$ cat src/rtl/fir_coeff_ctrl.sv
`default_nettype none
// ============================================================================
// Module   : fir_coeff_ctrl
// Brief    : Sample forwarder and atomic run-time coefficient reloader for
//            FIR_Filter (drain, serial shadow load, single-cycle commit).
// Revision : 1.0 - initial release
// ============================================================================
module fir_coeff_ctrl #(
    parameter int NB    = 9,
    parameter int NTAPS = 9,
    parameter int LAT   = 2
) (
    input  logic                CLK,
    input  logic                RST,
    input  logic                SRC_VIN,
    input  logic [NB-1:0]       SRC_DIN,
    output logic                SRC_READY,
    output logic                VIN,
    output logic [NB-1:0]       DIN,
    output logic [NB*NTAPS-1:0] B,
    input  logic                CFG_START,
    input  logic                CFG_ABORT,
    input  logic                CFG_VALID,
    input  logic [NB-1:0]       CFG_DATA,
    output logic                CFG_READY,
    output logic                CFG_DONE,
    output logic                BUSY,
    output logic [7:0]          DROP_CNT
);

    localparam int C_IDX_W = (NTAPS > 1) ? $clog2(NTAPS) : 1;
    localparam int C_CNT_W = $clog2(LAT + 2);
    localparam logic [C_IDX_W-1:0] C_LAST_IDX = C_IDX_W'(NTAPS - 1);
    localparam logic [C_CNT_W-1:0] C_LAT      = C_CNT_W'(LAT);
    localparam logic [C_CNT_W-1:0] C_ONE      = C_CNT_W'(1);

    typedef enum logic [1:0] {
        S_RUN    = 2'd0,
        S_DRAIN  = 2'd1,
        S_LOAD   = 2'd2,
        S_COMMIT = 2'd3
    } state_t;

    state_t               r_state;
    state_t               w_next;
    logic [C_CNT_W-1:0]   r_drain_cnt;
    logic [C_IDX_W-1:0]   r_idx;
    logic [NB-1:0]        r_shadow [NTAPS];
    logic                 r_vin;
    logic [NB-1:0]        r_din;
    logic [NB*NTAPS-1:0]  r_b;
    logic                 r_done;
    logic [7:0]           r_drop;
    logic                 w_accept;
    logic                 w_last;
    logic                 w_abort;

    // Abort has priority over a coincident coefficient word.
    assign w_abort  = CFG_ABORT && ((r_state == S_DRAIN) || (r_state == S_LOAD));
    assign w_accept = (r_state == S_LOAD) && CFG_VALID && !CFG_ABORT;
    assign w_last   = w_accept && (r_idx == C_LAST_IDX);

    always_ff @(posedge CLK or posedge RST) begin
        if (RST) begin
            r_state <= S_RUN;
        end else begin
            r_state <= w_next;
        end
    end

    always_comb begin
        w_next = r_state;
        case (r_state)
            S_RUN: begin
                if (CFG_START) begin
                    w_next = (LAT == 0) ? S_LOAD : S_DRAIN;
                end
            end
            S_DRAIN: begin
                if (CFG_ABORT) begin
                    w_next = S_RUN;
                end else if (r_drain_cnt <= C_ONE) begin
                    w_next = S_LOAD;
                end
            end
            S_LOAD: begin
                if (CFG_ABORT) begin
                    w_next = S_RUN;
                end else if (w_last) begin
                    w_next = S_COMMIT;
                end
            end
            S_COMMIT: w_next = S_RUN;
            default:  w_next = S_RUN;
        endcase
    end

    // Counts remaining drain cycles so in-flight filter samples finish on old B.
    always_ff @(posedge CLK or posedge RST) begin
        if (RST) begin
            r_drain_cnt <= '0;
        end else if ((r_state == S_RUN) && CFG_START) begin
            r_drain_cnt <= C_LAT;
        end else if ((r_state == S_DRAIN) && (r_drain_cnt != '0)) begin
            r_drain_cnt <= r_drain_cnt - C_ONE;
        end
    end

    always_ff @(posedge CLK or posedge RST) begin
        if (RST) begin
            r_vin  <= 1'b0;
            r_din  <= '0;
            r_done <= 1'b0;
            r_drop <= '0;
        end else begin
            r_vin  <= (r_state == S_RUN) && SRC_VIN;
            r_done <= w_last;
            if ((r_state == S_RUN) && SRC_VIN) begin
                r_din <= SRC_DIN;
            end
            if ((r_state != S_RUN) && SRC_VIN && (r_drop != 8'hFF)) begin
                r_drop <= r_drop + 8'd1;
            end
        end
    end

    always_ff @(posedge CLK or posedge RST) begin
        if (RST) begin
            r_idx <= '0;
            r_b   <= '0;
            for (int k = 0; k < NTAPS; k++) begin
                r_shadow[k] <= '0;
            end
        end else begin
            if (w_accept) begin
                r_shadow[r_idx] <= CFG_DATA;
                r_idx           <= w_last ? '0 : r_idx + 1'b1;
            end else if (w_abort) begin
                r_idx <= '0;
            end
            if (r_state == S_COMMIT) begin
                for (int k = 0; k < NTAPS; k++) begin
                    r_b[k*NB +: NB] <= r_shadow[k];
                end
            end
        end
    end

    assign SRC_READY = (r_state == S_RUN);
    assign CFG_READY = (r_state == S_LOAD);
    assign BUSY      = (r_state != S_RUN);
    assign VIN       = r_vin;
    assign DIN       = r_din;
    assign B         = r_b;
    assign CFG_DONE  = r_done;
    assign DROP_CNT  = r_drop;

endmodule
`default_nettype wire

$ cat config.mk
export PLATFORM = sky130hd
export DESIGN_NAME = fir_coeff_ctrl
export DESIGN_NICKNAME = d
export VERILOG_FILES = /design/src/rtl/fir_coeff_ctrl.sv
export SDC_FILE = /design/constraint.sdc
export NUM_CORES = 1
export LEC_CHECK = 0
export BUFFER_PORTS_ARGS = -buffer_cell sky130_fd_sc_hd__buf_4
export CAP_MARGIN = 40
export CORE_MARGIN = 1
export CORE_UTILIZATION = 58
export CTS_BUF_LIST = sky130_fd_sc_hd__clkbuf_8
export CTS_CLUSTER_DIAMETER = 200
export CTS_CLUSTER_SIZE = 8
export DETAILED_ROUTE_END_ITERATION = 8
export PLACE_DENSITY = 0.85
export REMOVE_ABC_BUFFERS = 1
export SLEW_MARGIN = 5
export SYNTH_ARGS = -nofsm -noshare
export SYNTH_HDL_FRONTEND = slang
export SYNTH_SLANG_ARGS = --single-unit
$ cat constraint.sdc
create_clock -name CLK -period 6.55 [get_ports CLK]
set_input_delay 0.655 -clock CLK [delete_from_list [all_inputs] [get_ports CLK]]
set_output_delay 0.655 -clock CLK [all_outputs]
set_load 0.05 [all_outputs]
Word level (Yosys, flattened, before mapping)
Index checks and enable logic that the tools add are counted.

word-level totals
  word-level logic and storage cells = 64
  bits in writable memories = 0
  output and inout port bits = 103
  bits in latches = 0
  memory bits (read-only) = 0
  memories kept = 0
  register bits = 189

cells by class
  shift operators = 0
  muxes and demuxes = 14
  reduce and logical (&&, ||, !) cells = 18
  add/subtract/negate cells = 3
  multipliers = 0
  order comparisons = 3
  bitwise gates (word level) = 1
  div/mod/pow operators = 0
  equality and inequality tests = 8

operators by type and width
  kind                                                        count
  bitwise mux 81 bit                                          1
  demux 9 bit (select 4 bit)                                  1
  2-to-1 mux 2 bit                                            7
  2-to-1 mux 4 bit                                            3
  logical AND 1 bit                                           10
  2-to-1 mux 9 bit                                            1
  adder 8 x 1 -> 8 bit, second input constant                 1
  != test 8 bit, second input constant                        1
  one-hot mux 2 bit (4 select lines)                          1
  nonzero test 2 bit                                          4
  != test 3 x 2 -> 1 bit, second input constant               2
  >= comparator 5 bit, second input constant                  1
  less-than comparator 5 x 1 -> 1 bit, second input constant  1
  inverter 4 -> 5 bit                                         1
  adder 4 x 1 -> 4 bit, second input constant                 1
  == test 2 bit, second input constant                        2
  == test 4 bit, second input constant                        1
  AND reduction 3 bit                                         1
  == test 2 x 1 -> 1 bit, second input constant               1
  <= comparator 2 x 1 -> 1 bit, second input constant         1
  zero test 2 bit                                             1
  != test 2 x 1 -> 1 bit, second input constant               1
  subtractor 2 x 1 -> 2 bit, second input constant            1
  zero test 1 bit                                             1
  logical OR 1 bit                                            1

Depth between registers and ports, before layout
Gate-level depths: netlist (run 1).

  word-level depth = 7
  mapped depth = 6
  mapped depth without buffers = 5

Worst setup path before layout (run 1)
OpenSTA, ideal clock, no wires.

  kind = reg-to-reg
  start = register r_state[0]
  end = register r_shadow[54] in the netlist's numbering
  arrival = 2.106 ns
  buffers on the path = 1
  slack = 4.318 ns
  stages on the path, launching flop included = 7
  cells stage by stage = dfrtp_1 inv_1 ha_1 nand2_1 or4_1 buf_6 mux2_4

between the ends
  word-level cells in the longest chain between the ends = 3

ends and longest elaborated chain
  element                          line  source
  start, declared                  44    state_t r_state;
  start signal, assigned           67    r_state <= w_next;
  == test 2 bit                    n/a
  via CFG_READY                    25    output logic CFG_READY,
  logical AND 1 bit (2 in series)  60    assign w_accept = (r_state == S_LOAD) && CFG_VALID && !CFG_ABORT;
  end signal, assigned by index    132   r_shadow[k] <= '0;
  end signal, assigned by index    136   r_shadow[r_idx] <= CFG_DATA;
  end, declared                    48    logic [NB-1:0] r_shadow [NTAPS];

The timed path passes the listed nets, and every way through them passes these cells.
A chain may end at the register's enable or synchronous reset.

Worst setup path in the final report (run 1)
  start = register r_state[0]
  end = output BUSY

between the ends
  word-level cells in the longest chain between the ends = 1

ends and longest elaborated chain
  element             line  source
  nonzero test 2 bit  151   assign BUSY = (r_state != S_RUN);
  end, declared       27    output logic BUSY,

Every way passes these cells.

==> results by group, run 1 <==
Run
  • Maxcap violations: 0

STA
  • Final Max Tran Viols: 0
  • Fin. Hold Viols: 0
  • Worst Tran Pin Value: roughly 0.82 ns
  • RSZ-0062 raised after global routing: false
  • Max Clk Rate: about 420 MHz
  • Post-route setup TNS: 0 ns
  • Max transition margin: 0.454
  • Period utilisation layout: 0.367
  • Final setup fails: 0
  • Min Clock Period, post-route: around 2.4 ns
  • Clk_skew: between 0.008 and 0.009 ns
  • Final WS setup: roughly 4.1 ns

CTS
  • CTS root buf: clkbuf_8
  • CTS tree: yes
  • Skew-Pair Late Insertion Delay: 0.45 ns
  • H-tree depth: 4
  • Clock sink total: 189
  • CTS Buf Count: 17
  • Post-CTS Setup Bufs: 0
  • Clock Tree Buf Depth: 2
  • Post-CTS resize count: 0
  • Post-cts hold buffer count: 0
  • Clock transition at the registers of the reported paths: 0.09 ns

Detailed routing
  • Vias: between 4000 and 5000
  • Post-DRT Antenna Nets: 0
  • Routed wl met3: 511 µm
  • Routed len/inst: 19.0 µm
  • 1st-iter DRT viols: 174
  • Top Layer Used: met4
  • Met1 WL: 6360 µm
  • DR WL met2: 7640 µm
  • Vias/cell: 5.49
  • DRT Pass-1 Iters: 4
  • Final wirelength: 14900 µm
  • Residual DRC count: 0

Die
  • Die W: 115 µm
  • Die Ht: 115 µm
  • Ports: 127
  • Core Footprint: between 0.01 and 0.015 mm²
  • Die Footprint: 0.0133 mm²
  • Initial Util: 0.593
  • FP Rows: 41

Finish
  • Antenna diodes: 0
  • Final nets: ~630
  • Synthesis-to-layout area growth: 21.2%
  • Layout cells sized above 1: 0.561
  • Final Util: 0.718

Yosys
  • Post-Synthesis Cells: around 470
  • Ys flop type: dfrtp_1
  • Yosys top cell area share: 0.635
  • Area contributors post-synth: dfrtp_1, mux2_2, ha_1, mux2_4, xnor2_1
  • Post-synth EDFFs: 0
  • Synth area leader: dfrtp_1
  • Sequential share of the synthesized area: 0.635
  • Synth Warn #: 0
  • Most frequent cells after synthesis: dfrtp_1, mux2_2, ha_1, inv_1, clkbuf_1
  • Netlist Area Pre-Place: 0.00745 mm²
  • Number of synthesized register bits: around 190
  • Count leader, synth: dfrtp_1
  • Post-synth cell types: just over 40
  • Syn_area_per_cell: around 16 µm²
  • Async set or reset register ratio after synthesis: 1.00

Power and ir drop
  • Peak supply drop: 366 µV
  • LEAKAGE: 4.71 nW
  • Power per cell area: roughly 370 mW/mm²
  • Final total power: 3.38 mW

Placed design
  • # port buffers: around 130
  • Pre-CTS setup slack: 4.28 ns
  • GPL Wtd Cong: between 0.8 and 0.9
  • Post-DP HPWL: 9920 µm

Worst setup path
  • Worst Path Buf+Inv: 3
  • Arr. time, crit path: 1.75 ns
  • Setup crit start kind: register
  • Cells along the critical path: inv_1 > ha_1 > inv_1 > buf_4
  • Kind of critical path: register to output pin
  • Worst-path maximum fanout: 9
  • CP most frequent cell: inv_1
  • Slowest-stage cell, CP: dfrtp_1
  • Cell family with most CP delay: buffers and inverters
  • Worst EP required: 5.89 ns
  • Crit. End Element: output pin
  • CP peak stage delay: 0.45 ns

Outcome
  • Status: complete, no violations

GRT
  • Antenna violations before repair: 0
  • First-pass GRT wire length: between 20000 and 25000 µm
  • Gr ovfl total: 0
  • Largest net degree at the start of global routing: approximately 130
  • Total Routing Usage GR: 0.246
  • Vias in the first global route: 4631

Worst hold path
  • Hold crit path type: input port to asynchronous set/reset pin
==> power breakdown <==
group / total, mW / leakage, nW / internal [mW] / switching [mW]
combinational: 1.11 / 1.92 / 0.403 / 0.708
clock: 0.811 / 0.221 / 0.427 / 0.384
sequential: 1.46 / 2.58 / 1.34 / 0.122
total: 3.38 / 4.71 / 2.17 / 1.21
==> worst paths after layout <==
path	from	endpoint	slack, ns	cells past startpoint
max	r_state[0]$_DFFE_PP0P_	BUSY	4.15	4
min	RST	r_shadow[32]$_DFFE_PP0P_	0.37	2
max reg2reg	r_state[0]$_DFFE_PP0P_	r_shadow[58]$_DFFE_PP0P_	4.23	5
min reg2reg	r_shadow[26]$_DFFE_PP0P_	B[62]$_DFFE_PP0N_	0.51	1
max in group asynchronous	RST	B[76]$_DFFE_PP0N_	4.85	3
min in group CLK	CFG_START	r_drain_cnt[0]$_DFFE_PP0P_	0.37	2
==> placed cells by master (no fill, tap or decap), drive strengths merged, types with 2 or more instances in the layout <==
master  count
ha         11
xnor2       6
nor2        3
and3b       2
nand4b      2
nand3       5
clkinv      5
or4         2
a31oi       2
o211ai      2
a221oi      2
bufinv      3
mux2      174
inv        11
dfrtp     189
clkbuf     22
nand4       2
nand2       8
buf       129
and3        3
nand2b      4
a21oi       5
nor2b       3
==> routing by layer <==
metal | global-route usage | vias up
met2 | 0.416 | 120
li1 | - | 1925
met1 | 0.305 | 2220
met3 | 0.0501 | 29
met5 | 0 | -
met4 | 0.115 | 0
==> final cells by class <==
cell class,instances,area [µm²]
clock inverter,9,134
multi-input combinational,250,2610
clock buffer,22,303
inverter,11,48.8
tap,172,215
sequential,189,4730
fill,821,3540
timing repair buffer,129,988
==> flip-flops by register name (all words and copies together), names as in the netlist <==
| signal | cells |
|---|---|
| CFG_DONE | 1 |
| VIN | 1 |
| B | 81 |
| r_shadow | 81 |
| r_drain_cnt | 2 |
| DROP_CNT | 8 |
| DIN | 9 |
| r_state | 2 |
| r_idx | 4 |
==> stage by stage <==
stage,hold WS (ns),instances,area (µm²)
4_1_cts,0.345,782,9030
3_3_place_gp,0.462,750,8560
6_report,0.367,782,9030
2_1_floorplan,0.452,450,7360
5_1_grt,0.368,782,9030
3_5_place_dp,0.489,751,8590
==> logic make-up (layout without fill, tap and decap cells) <==
group,Yosys count,after routing,synth area share
fa+ha+maj,11,11,0.0185
mux,174,174,0.268
simple gates,40,40,0.0363
xor+xnor,6,6,0.00706
compound gates,19,19,0.0185
buf+inv,28,171,0.0170
flops,189,189,0.635
Power figures use the tool's default switching activity.
==> run 2: changes to the inputs <==
--- a/config.mk
+++ b/config.mk
@@ -8,12 +8,12 @@
 export BUFFER_PORTS_ARGS = -buffer_cell sky130_fd_sc_hd__buf_4
 export CAP_MARGIN = 40
 export CORE_MARGIN = 1
-export CORE_UTILIZATION = 58
+export CORE_UTILIZATION = 52
 export CTS_BUF_LIST = sky130_fd_sc_hd__clkbuf_8
 export CTS_CLUSTER_DIAMETER = 200
 export CTS_CLUSTER_SIZE = 8
 export DETAILED_ROUTE_END_ITERATION = 8
-export PLACE_DENSITY = 0.85
+export PLACE_DENSITY = 0.81
 export REMOVE_ABC_BUFFERS = 1
 export SLEW_MARGIN = 5
 export SYNTH_ARGS = -nofsm -noshare
==> constraint.sdc (replaced) <==
create_clock -name CLK -period 2.2 [get_ports CLK]
set_input_delay 0.22 -clock CLK [delete_from_list [all_inputs] [get_ports CLK]]
set_output_delay 0.22 -clock CLK [all_outputs]
set_load 0.05 [all_outputs]
==> results by group, run 2 (synthesis gave the netlist of run 1 again) <==
CTS
  • Clock sink total: 189
  • Skew-Pair Late Insertion Delay: 0.47 ns
  • Post-CTS resize count: 0
  • Clock Tree Buf Depth: 2
  • CTS Buf Count: 17
  • CTS root buf: clkbuf_8
  • Post-cts hold buffer count: 12
  • Clock transition at the registers of the reported paths: 0.10 ns
  • H-tree depth: 4
  • Post-CTS Setup Bufs: 0
  • CTS tree: yes

Worst setup path
  • Arr. time, crit path: between 2 and 2.5 ns
  • Reg2reg path depth: 5
  • R2R setup slack: around 0.11 ns
  • Kind of critical path: register to register
  • Cells along the critical path: inv_1 > ha_1 > nand2_1 > or4_1 > mux2_2
  • Setup crit start kind: register
  • Worst Path Buf+Inv: 1
  • CP peak stage delay: ~0.67 ns
  • Critical Path Stages: 5
  • Cell family with most CP delay: simple AND/OR/NAND/NOR gates
  • Worst-path maximum fanout: 9
  • Worst EP required: between 2 and 3 ns
  • Crit. End Element: register
  • Slowest-stage cell, CP: or4_1

Placed design
  • Dpl cells: 766
  • GPL Wtd Cong: 0.787
  • Pre-CTS setup slack: 0.132 ns
  • # port buffers: approximately 130
  • Post-DP HPWL: 10100 µm

GRT
  • First-pass GRT wire length: 24200 µm
  • Antenna violations before repair: 0
  • Gr ovfl total: 0
  • Vias in the first global route: 4633
  • Largest net degree at the start of global routing: 71
  • Total Routing Usage GR: 0.221

Detailed routing
  • Routed len/inst: 18.4 µm
  • Post-DRT Antenna Nets: 0
  • 1st-iter DRT viols: ~240
  • DRT Pass-1 Iters: 5
  • Vias/cell: 5.39
  • Final wirelength: 14900 µm
  • Residual DRC count: 0
  • Vias: approximately 4400

STA
  • Final setup fails: 0
  • Final WS setup: 0.106 ns
  • Fin. Hold Viols: 0
  • Max Clk Rate: ~480 MHz
  • Post-route setup TNS: 0 ns
  • Period utilisation layout: 0.952
  • Min Clock Period, post-route: roughly 2.1 ns
  • Worst Tran Pin Value: 0.496 ns
  • Max transition margin: 0.669
  • Final Max Tran Viols: 0
  • Clk_skew: roughly 0.013 ns
  • RSZ-0062 raised after global routing: false

Finish
  • Final nets: about 650
  • Synthesis-to-layout area growth: 23.4%
  • Final Util: 0.660
  • Commonest non-fill, non-tap cells in the layout: dfrtp_1, mux2_2, buf_4, clkbuf_8, dlygate4sd3_1
  • Most common cell after layout, fill and taps aside: dfrtp_1
  • Antenna diodes: 0
  • Fin cells: 809
  • Layout cells sized above 1: 0.553

Die
  • Initial Util: 0.534
  • Die Footprint: 0.0148 mm²
  • Core Footprint: 0.0139 mm²
  • FP Rows: 43
  • Ports: 127
  • Die Ht: 122 µm
  • Die W: 122 µm

Worst hold path
  • Hold crit path type: input port to register
  • Hold Crit Depth: 2

Power and ir drop
  • Power per cell area: 1080 mW/mm²
  • LEAKAGE: 4.79 nW
  • Peak supply drop: 838 µV
  • Final total power: 9.92 mW

Outcome
  • Status: complete, no violations

Run
  • Maxcap violations: 0
[run 2: cell types whose count changed in the layout (fill, tap and decap cells not counted)]
cell and change:
inv_6 +3, clkinv_2 +1, buf_16 -1, bufinv_16 -2, buf_4 +4, clkinv_4 -3
buf_12 +4, dlygate4sd3_1 +12, inv_1 +1
[run 2: worst paths after layout]
check | endpoint | start
max in group asynchronous | DROP_CNT[3]$_DFFE_PP0P_ | RST
max reg2reg | r_shadow[76]$_DFFE_PP0P_ | r_state[0]$_DFFE_PP0P_
min in group asynchronous | B[0]$_DFFE_PP0N_ | RST
min reg2reg | r_shadow[46]$_DFFE_PP0P_ | r_shadow[46]$_DFFE_PP0P_
min | r_shadow[59]$_DFFE_PP0P_ | CFG_DATA[5]
max | r_shadow[76]$_DFFE_PP0P_ | r_state[0]$_DFFE_PP0P_
[run 2: final cells by class]
cell class	count	area, µm²
well taps	180	225
flip-flops and latches	189	4730
repair buffers	148	1190
fillers	963	4740
clock buffers	22	303
multi-input cells	250	2610
clock inverters	9	82.6
inverters	11	48.8
[run 2: routing by layer]
metal  wire length [µm]  share of wire  GRT usage
met5                  0              0          0
met4                296          0.020     0.0934
met3                801          0.054     0.0604
met2               7420           0.50      0.358
met1               6400           0.43      0.281
[run 2: metrics by stage]
step           cell area [µm²]  hold slack, ns
4_1_cts                   9190          0.0401
6_report                  9190          0.0716
3_3_place_gp              8680           0.299
2_1_floorplan             7360           0.307
5_1_grt                   9190          0.0576
3_5_place_dp              8680           0.304
[run 2: where the power goes]
group | switching (mW) | internal (mW) | leakage (nW)
combinational | 2.13 | 1.24 | 2.01
clock | 1.17 | 1.04 | 0.203
sequential | 0.341 | 3.99 | 2.58
==> run 3: changes to the inputs <==
--- a/config.mk
+++ b/config.mk
@@ -8,12 +8,12 @@
 export BUFFER_PORTS_ARGS = -buffer_cell sky130_fd_sc_hd__buf_4
 export CAP_MARGIN = 40
 export CORE_MARGIN = 1
-export CORE_UTILIZATION = 52
+export CORE_UTILIZATION = 30
 export CTS_BUF_LIST = sky130_fd_sc_hd__clkbuf_8
 export CTS_CLUSTER_DIAMETER = 200
 export CTS_CLUSTER_SIZE = 8
 export DETAILED_ROUTE_END_ITERATION = 8
-export PLACE_DENSITY = 0.81
+export PLACE_DENSITY = 0.53
 export REMOVE_ABC_BUFFERS = 1
 export SLEW_MARGIN = 5
 export SYNTH_ARGS = -nofsm -noshare
==> results by group, run 3 (synthesis gave the netlist of run 1 again) <==
Outcome
  • Status: complete, no violations

GRT
  • First-pass GRT wire length: 26200 µm
  • Antenna violations before repair: 0
  • Gr ovfl total: 0
  • Total Routing Usage GR: 0.134
  • Largest net degree at the start of global routing: 67
  • Vias in the first global route: 4580

STA
  • Clk_skew: around 0.017 ns
  • Worst Tran Pin Value: about 0.42 ns
  • Period utilisation layout: 0.937
  • RSZ-0062 raised after global routing: false
  • Post-route setup TNS: 0 ns
  • Max transition margin: 0.718
  • Final WS setup: 0.138 ns
  • Final Max Tran Viols: 0
  • Fin. Hold Viols: 0
  • Max Clk Rate: 485 MHz
  • Min Clock Period, post-route: a little over 2 ns
  • Hold slack: between 0.07 and 0.08 ns
  • Final setup fails: 0

Finish
  • Multi-input logic area: between 0.002 and 0.003 mm²
  • Seq. cell area: about 0.0047 mm²
  • Most common cell after layout, fill and taps aside: dfrtp_1
  • Final Util: 0.388
  • Layout cells sized above 1: 0.556
  • Fin cells: about 960
  • Antenna diodes: 0
  • Cell area after layout: 0.00943 mm²
  • Final nets: 654
  • Commonest non-fill, non-tap cells in the layout: dfrtp_1, mux2_2, buf_4, clkbuf_8
  • FILL cells: about 2300
  • Synthesis-to-layout area growth: 26.7%

CTS
  • Post-CTS resize count: 0
  • Skew-Pair Late Insertion Delay: 0.45 ns
  • CTS tree: yes
  • Clock transition at the registers of the reported paths: 0.09 ns
  • CTS root buf: clkbuf_8
  • Clock sink total: approximately 190
  • CTS Buf Count: 17
  • Post-CTS Setup Bufs: 0
  • H-tree depth: 4
  • Clock Tree Buf Depth: 2

Placed design
  • # port buffers: between 100 and 150
  • Area after DPL: between 0.008 and 0.009 mm²
  • Pre-CTS setup slack: 0.156 ns
  • Dpl cells: 913
  • Post-DP HPWL: around 11000 µm
  • GPL Wtd Cong: 0.779

Worst setup path
  • Worst EP required: ~2.5 ns
  • Crit. End Element: register
  • Setup crit start kind: register
  • Slowest-stage cell, CP: or4_1
  • CP peak stage delay: 0.71 ns
  • Cells along the critical path: inv_1 > ha_1 > nand2b_1 > or4_1 > mux2_2
  • Arr. time, crit path: 2.39 ns
  • Worst-path maximum fanout: 9
  • Kind of critical path: register to register

Power and ir drop
  • Clock Power Share: 0.246
  • Switching part of the total: 0.362
  • Final total power: 10.2 mW
  • Peak supply drop: 641 µV
  • Gate power share: 0.330
  • Switch Pwr: approximately 3.7 mW
  • Int Power: 6.51 mW
  • Sequential power share: 0.424
  • Power per cell area: roughly 1100 mW/mm²
  • LEAKAGE: 4.82 nW

Run
  • Maxcap violations: 0

Die
  • Initial Util: 0.306
  • Die Ht: approximately 160 µm
  • Die W: 160 µm
  • FP Rows: 57
  • Ports: about 130
  • Core Footprint: approximately 0.024 mm²
  • Die Footprint: about 0.025 mm²

Detailed routing
  • 1st-iter DRT viols: 188
  • Residual DRC count: 0
  • Vias: approximately 4300
  • Routed len/inst: 16.8 µm
  • Post-DRT Antenna Nets: 0
  • Final wirelength: 16100 µm
  • Vias/cell: about 4.6
  • DRT Pass-1 Iters: 4

Worst hold path
  • Hold crit path type: input port to register
## run 3: cell count changes in the layout (fill, tap and decap cells not counted)
cell           change
bufinv_16          +3
clkinv_4           +4
buf_4              +3
dlygate4sd3_1      -1
inv_6              -1
clkinv_2           -2
clkbuf_8           -4
## run 3: area by class of cell
cell class | instances | area share
repair buffers | 150 | 0.128
clock inverters | 13 | 0.0200
flip-flops and latches | 189 | 0.501
multi-input cells | 250 | 0.277
inverters | 11 | 0.00517
clock buffers | 18 | 0.0263
well taps | 324 | 0.0430
## run 3: what timing repair did
item | in CTS | in global routing
endpoints found under the hold margin | 63 | 0
setup endpoints to repair | 0 | 0
hold buffers | 11 | 0
## run 3: power by group through the flow
| stage | Clock [mW] | Sequential, mW | Combinational (mW) |
|---|---|---|---|
| 2_1_floorplan | 0 | 5.47 | 1.23 |
| 4_1_cts | 2.61 | 4.34 | 3.41 |
| 3_3_place_gp | 0 | 4.38 | 3.33 |
| 3_5_place_dp | 0 | 4.40 | 3.39 |
| 6_report | 2.50 | 4.32 | 3.37 |
| 5_1_grt | 2.73 | 4.41 | 3.57 |
## run 3: worst paths after layout
| path | from | endpoint | slack [ns] | cells after the start |
|---|---|---|---|---|
| max | r_idx[0]$_DFFE_PP0P_ | r_shadow[80]$_DFFE_PP0P_ | 0.14 | 5 |
| min | CFG_ABORT | r_state[1]$_DFFE_PP0P_ | 0.07 | 2 |
| max reg2reg | r_idx[0]$_DFFE_PP0P_ | r_shadow[80]$_DFFE_PP0P_ | 0.14 | 5 |
| min reg2reg | r_shadow[64]$_DFFE_PP0P_ | B[10]$_DFFE_PP0N_ | 0.50 | 1 |
| min in group asynchronous | RST | r_shadow[3]$_DFFE_PP0P_ | 0.35 | 3 |
| max in group asynchronous | RST | r_shadow[55]$_DFFE_PP0P_ | 1.13 | 4 |
## run 3: worst max-delay path: cells and delay by family (launching register included)
kind                     cells  cell delay, ns
flip-flops                   1            0.44
AND/OR/NAND/NOR              2            0.83
buffers and inverters        1            0.11
multiplexers                 1            0.36
adder cells (fa/ha/maj)      1            0.20
## run 3: routing by layer
layer  track usage  up-vias  wire length [µm]
met2         0.220      109              7990
met1         0.177     2257              7240
met5             0        -                 0
met3        0.0289       12               666
li1              -     1971                 -
met4        0.0415        0               189
